===== src/rtl/bram_uart_feeder_pkg.sv =====
// Shared constants for the BRAM-to-UART feeder and the BRAM wrapper around it.
// Latency: n/a (declarations only).
// Backpressure: n/a.
package bram_uart_feeder_pkg;

    localparam int ADDR_W_DEF = 10;
    localparam int LEN_W_DEF  = 11;
    localparam int RD_LAT_DEF = 1;

    // Cycles to wait for tx_busy to rise before assuming the byte was taken.
    localparam int ACK_TMO    = 4;

    typedef enum logic [2:0] {
        ST_IDLE      = 3'd0,
        ST_READ      = 3'd1,
        ST_WAIT_DATA = 3'd2,
        ST_REQ       = 3'd3,
        ST_WAIT_HI   = 3'd4,
        ST_WAIT_LO   = 3'd5,
        ST_FINISH    = 3'd6
    } state_t;

endpackage


===== src/rtl/bram_uart_feeder_rd_lat_pipe.sv =====
// Tracks an outstanding BRAM read and flags the cycle its data is on bram_dout.
// Latency: cap_vld follows rd_vld by exactly RD_LAT cycles.
// Backpressure: none; one bit per cycle, never stalls.
module bram_uart_feeder_rd_lat_pipe
    import bram_uart_feeder_pkg::*;
#(
    parameter int RD_LAT = RD_LAT_DEF
) (
    input  logic CLK_50M,
    input  logic rst_n,
    input  logic rd_vld,
    output logic cap_vld
);

    logic [RD_LAT-1:0] vld_sr;

    // Shift the read-enable down an RD_LAT-deep valid line.
    always_ff @(posedge CLK_50M or negedge rst_n) begin
        if (!rst_n) begin
            vld_sr <= '0;
        end else begin
            vld_sr[0] <= rd_vld;
            for (int i = 1; i < RD_LAT; i++) begin
                vld_sr[i] <= vld_sr[i-1];
            end
        end
    end

    assign cap_vld = vld_sr[RD_LAT-1];

endmodule


===== src/rtl/bram_uart_feeder.sv =====
// Reads len bytes from BRAM starting at start_addr and hands each to the UART TX.
// Latency: start at edge T -> bram_en in T+1, first tx_req in T+2+RD_LAT.
// Backpressure: each read waits for tx_busy low; one byte in flight at a time.
module bram_uart_feeder
    import bram_uart_feeder_pkg::*;
#(
    parameter int ADDR_W = ADDR_W_DEF,
    parameter int LEN_W  = LEN_W_DEF,
    parameter int RD_LAT = RD_LAT_DEF
) (
    input  logic              CLK_50M,
    input  logic              rst_n,
    input  logic              start,
    input  logic              abort,
    input  logic [ADDR_W-1:0] start_addr,
    input  logic [LEN_W-1:0]  len,
    output logic              bram_en,
    output logic [ADDR_W-1:0] bram_addr,
    input  logic [7:0]        bram_dout,
    output logic              tx_req,
    output logic [7:0]        tx_din,
    input  logic              tx_busy,
    output logic              active,
    output logic              done,
    output logic [LEN_W-1:0]  sent_cnt
);

    state_t            state;
    logic [LEN_W-1:0]  remaining;
    logic [1:0]        ack_tmo_cnt;
    logic              cap_vld;

    bram_uart_feeder_rd_lat_pipe #(
        .RD_LAT (RD_LAT)
    ) u_rd_lat_pipe (
        .CLK_50M (CLK_50M),
        .rst_n   (rst_n),
        .rd_vld  (bram_en),
        .cap_vld (cap_vld)
    );

    // Feeder FSM; all outputs registered. bram_en is raised on the edge that
    // enters READ when tx_busy is already low, so the read lands one cycle
    // after start or after the busy fall.
    always_ff @(posedge CLK_50M or negedge rst_n) begin
        if (!rst_n) begin
            state       <= ST_IDLE;
            bram_en     <= 1'b0;
            bram_addr   <= '0;
            tx_req      <= 1'b0;
            tx_din      <= '0;
            active      <= 1'b0;
            done        <= 1'b0;
            sent_cnt    <= '0;
            remaining   <= '0;
            ack_tmo_cnt <= '0;
        end else begin
            bram_en <= 1'b0;
            tx_req  <= 1'b0;
            done    <= 1'b0;
            case (state)
                ST_IDLE: begin
                    if (start) begin
                        bram_addr <= start_addr;
                        remaining <= len;
                        sent_cnt  <= '0;
                        active    <= 1'b1;
                        if (len == '0) begin
                            done  <= 1'b1;
                            state <= ST_FINISH;
                        end else begin
                            bram_en <= !tx_busy;
                            state   <= ST_READ;
                        end
                    end
                end
                ST_READ: begin
                    // Read issued this cycle moves on; otherwise wait for TX idle.
                    if (bram_en) begin
                        state <= ST_WAIT_DATA;
                    end else if (!tx_busy) begin
                        bram_en <= 1'b1;
                    end
                end
                ST_WAIT_DATA: begin
                    if (cap_vld) begin
                        tx_din <= bram_dout;
                        tx_req <= 1'b1;
                        state  <= ST_REQ;
                    end
                end
                ST_REQ: begin
                    sent_cnt    <= sent_cnt + LEN_W'(1);
                    remaining   <= remaining - LEN_W'(1);
                    bram_addr   <= bram_addr + ADDR_W'(1);
                    ack_tmo_cnt <= '0;
                    state       <= ST_WAIT_HI;
                end
                ST_WAIT_HI: begin
                    // A TX that never raises busy is treated as having taken the byte.
                    if (tx_busy || ack_tmo_cnt == 2'(ACK_TMO - 1)) begin
                        state <= ST_WAIT_LO;
                    end else begin
                        ack_tmo_cnt <= ack_tmo_cnt + 2'd1;
                    end
                end
                ST_WAIT_LO: begin
                    if (!tx_busy) begin
                        if (remaining == '0 || abort) begin
                            done  <= 1'b1;
                            state <= ST_FINISH;
                        end else begin
                            bram_en <= 1'b1;
                            state   <= ST_READ;
                        end
                    end
                end
                ST_FINISH: begin
                    active <= 1'b0;
                    state  <= ST_IDLE;
                end
                default: begin
                    state <= ST_IDLE;
                end
            endcase
        end
    end

endmodule


===== config.mk =====
export PLATFORM = sky130hd
export DESIGN_NAME = bram_uart_feeder
export DESIGN_NICKNAME = d
export VERILOG_FILES = /design/src/rtl/bram_uart_feeder_pkg.sv /design/src/rtl/bram_uart_feeder_rd_lat_pipe.sv /design/src/rtl/bram_uart_feeder.sv
export SDC_FILE = /design/constraint.sdc
export NUM_CORES = 1
export LEC_CHECK = 0
export CORE_MARGIN = 4
export CORE_UTILIZATION = 52
export CTS_CLUSTER_SIZE = 8
export DETAILED_ROUTE_END_ITERATION = 7
export PLACE_DENSITY = 0.95
export SYNTH_ARGS = -nofsm -noshare
export SYNTH_HDL_FRONTEND = slang
export SYNTH_SLANG_ARGS = --single-unit

===== constraint.sdc =====
create_clock -name CLK_50M -period 3.5 [get_ports CLK_50M]
set_input_delay 0.35 -clock CLK_50M [delete_from_list [all_inputs] [get_ports CLK_50M]]
set_output_delay 0.35 -clock CLK_50M [all_outputs]
set_load 0.02 [all_outputs]

==> metrics.cfg <==
[status]
status = finished, final reports clean

[synth]
post_synth_num_cell_types = 51
synth.area.top_cells = sky130_fd_sc_hd__dfrtp_1, sky130_fd_sc_hd__nand2_1, sky130_fd_sc_hd__mux2_2
synth_top_area_cell = sky130_fd_sc_hd__dfrtp_1
synth_flop_cell = sky130_fd_sc_hd__dfrtp_1
synth-compound-area-share_pct = 18.8
synth-seq-cells = 50
ys_async_sr_fraction_pct = 100
synthesis.area_um2 = 2570
synth_top_area_share_pct = 48.6
share_of_the_synthesized_netlist_area_taken_by_xor_and_xnor_gates_pct = 0
yosys-mux-area-fraction_pct = 5.83
synth-edff-count = 0
ys_warn_count = 0
yosys.area_share.simple_pct = 20.6
syn_nets = 295
syn-instance-count = 257
yosys.area_share.adder_pct = 1.94
combinational_family_with_the_most_area_after_synthesis = simple AND/OR/NAND/NOR gates
sequential_share_of_the_synthesized_area_pct = 48.6
avgSynthCellArea_um2 = 10.0

[sta]
timing_worst_slew_pin_value_ps = 1080
slew-limit-headroom_pct = 27.8
final.min_clock_period_ps = 2460
final.setup_skew_ps = 8.13
fin_hold_ws_ps = 249
finalSetupViolCount = 0
report.final.hold_viol_count = 0
max_freq_ghz = 0.407
final.setup.tns_ps = 0
number_of_slew_limit_violations_in_the_final_report = 0
final_min_period_over_clock_period_pct = 70.2
grt_setup_unrepaired = no
postLayoutSetupSlackWorst_ps = 1040

[worst_setup_path]
data_required_time_of_the_worst_path_ps = 3680
cp_slowest_stage_delay_ps = 780
startpoint_type = register
cp_top_family = simple AND/OR/NAND/NOR gates
timing.critical_path.slowest_stage_cell = sky130_fd_sc_hd__nor2_1
critical_path.cell_chain = and3b_1, nor2_1, o21ai_0, o311ai_0
worstPathBufferInverterCount = 0
path_class = reg -> reg
critical_path.endpoint_type = register
critical_path_cell_count = 4
cp_max_fo = 18
rr_worst_depth = 4
arrival_ps = 2640

[place]
dp_slack_ps = 1090
dp.cells = 377
final_gp_congestion = 0.831
port_buffers = 66
dpl_cell_area_um2 = 3250
dp_hpwl_um = 4630

[pwr]
vdd_drop_max_v = 0.000385
power_density_nw_per_um2 = 793
pwr-share-seq_pct = 40.0
p_leak_nw = 1.40
totalPowerFinal_mw = 2.66
power.combinational.fraction_pct = 45.0
p_sw_mw = 1.10
internal_power_mw = 1.56
clock_power_share_pct = 15.0
power.switching_fraction_pct = 41.3

[floorplan]
starting_density_pct = 54.2
row_count = 25
ioPinCount = 67
die-width_um = 78.4
chipHeight_um = 78.4
placeableCoreArea_um2 = 4750
die_area_um2 = 6140

[run]
max-cap-violations = 0

[clocking]
cts_hold_repair.buffers = 0
ctsRootBufferMaster = sky130_fd_sc_hd__clkbuf_8
clk_transition_reported_paths_ps = 90
numCtsBuffers = 5
cts-htree-levels = 2
cts_tree = done
cts_repair_resize_count = 0
worstSkewPairLatency_ps = 300
cts_sinks = 50
post-cts-setup-buffers = 0
cts_max_path_bufs = 2

[min_path]
min_path_type = in -> async

[drt]
post-route-drc-count = 0
ratio_of_routed_vias_to_standard_cells = 6.27
detailedRoute.firstPassIterationCount = 5
violation_count_after_the_first_detailed_route_iteration = 308
finalWirelength_um = 6890
detail_routed_net_length_per_standard_cell_um = 17.9
vias = 2414
drt.antenna.violating_nets = 0

[final_layout]
final_layout_net_count = 355
utilization_pct = 70.6
antenna_cells = 0
finalInstanceArea_um2 = 3350
drive_above_1_share_pct = 7.55
area.growth.synth_to_final_pct = 30.3
fin_cells = 385

[global_route]
grt.overflow.total = 0
global_route.usage.met1_pct = 29.6
grt-busiest-layer = met2
gr-usage-met3_pct = 4.36
wire_length_of_the_first_global_routing_pass_um = 11300
grt_start_max_net_pins = 51
grt_usage_pct = 23.0
gr-usage-met2_pct = 39.5
antenna_found_initial = 0
first_global_vias = 2348

==> layout by cell type (no fill, tap or decap), drive strengths merged, types with 4 or more instances in the layout <==
cell	instances
nor2	17
and3	6
nor3	4
nand2	31
mux2i	6
o311ai	9
inv	8
o211ai	11
ha	4
mux2	8
dfrtp	50
clkdlybuf4s50	65
clkbuf	7
a21oi	10
o21ai	18
a31oi	4
nor4	4
nand3	10
==> power by group through the flow <==
stage / clock (mW) / combinational, mW / sequential, mW
after floorplan: 0 / 0.663 / 1.12
after global placement: 0 / 1.12 / 1.04
after detailed placement: 0 / 1.17 / 1.06
after CTS: 0.402 / 1.20 / 1.05
after global routing: 0.433 / 1.30 / 1.10
final: 0.398 / 1.20 / 1.07
==> worst paths after layout <==
check	from	end	slack (ps)
worst min-delay path	rst_n	sent_cnt[5]$_DFFE_PN0P_	250
min in group CLK_50M	bram_en$_DFF_PN0_	u_rd_lat_pipe.cap_vld$_DFF_PN0_	490
worst max-delay path	state[2]$_DFFE_PN0P_	remaining[10]$_DFFE_PN0P_	1040
max in group asynchronous	rst_n	bram_addr[2]$_DFFE_PN0P_	2590
worst min register to register	bram_en$_DFF_PN0_	u_rd_lat_pipe.cap_vld$_DFF_PN0_	490
worst max register to register	state[2]$_DFFE_PN0P_	remaining[10]$_DFFE_PN0P_	1040
==> metal layers <==
layer / vias to the layer above / wire length, um
li1: 1083 / -
met1: 1163 / 2780
met2: 147 / 3450
met3: 21 / 499
met4: 0 / 149
met5: - / 0
==> final cells by class <==
class                   count  area [um^2]
well taps                  67         83.8
fillers                   355         1400
inverters                   8         30.0
multi-input cells         185         1220
repair buffers             67          663
clock buffers               7         76.3
flip-flops and latches     50         1250
clock inverters             1         30.0
==> cell usage after synthesis, types with 2 or more instances <==
master                     instances
sky130_fd_sc_hd__a21oi_1          10
sky130_fd_sc_hd__a221o_1           2
sky130_fd_sc_hd__a31oi_1           4
sky130_fd_sc_hd__a41oi_1           2
sky130_fd_sc_hd__and2_1            3
sky130_fd_sc_hd__and3_1            6
sky130_fd_sc_hd__buf_2             7
sky130_fd_sc_hd__buf_6             2
sky130_fd_sc_hd__clkbuf_1          4
sky130_fd_sc_hd__dfrtp_1          50
sky130_fd_sc_hd__ha_1              4
sky130_fd_sc_hd__inv_1             8
sky130_fd_sc_hd__mux2_2            8
sky130_fd_sc_hd__mux2i_1           6
sky130_fd_sc_hd__nand2_1          30
sky130_fd_sc_hd__nand2b_1          3
sky130_fd_sc_hd__nand3_1          10
sky130_fd_sc_hd__nand3b_1          2
sky130_fd_sc_hd__nand4_1           3
sky130_fd_sc_hd__nor2_1           17
sky130_fd_sc_hd__nor3_1            4
sky130_fd_sc_hd__nor3b_1           3
sky130_fd_sc_hd__nor4_1            3
sky130_fd_sc_hd__nor4b_1           2
sky130_fd_sc_hd__o211ai_1         11
sky130_fd_sc_hd__o21ai_0          17
sky130_fd_sc_hd__o22ai_1           3
sky130_fd_sc_hd__o311ai_0          9
sky130_fd_sc_hd__or3_1             2
==> logic make-up after synthesis <==
group,after synthesis
buffers and inverters,22
flip-flops,50
adder cells (fa/ha/maj),4
multiplexers,14
AND/OR/NAND/NOR,97
AO/OA/AOI/OAI,70
==> sequential cells by signal, indices dropped and copies added, names as in the netlist <==
name                   count
u_rd_lat_pipe.cap_vld      1
remaining                 11
sent_cnt                  11
tx_req                     1
tx_din                     8
bram_addr                 10
active                     1
done                       1
ack_tmo_cnt                2
bram_en                    1
state                      3
(Power assumes the default switching activity.)
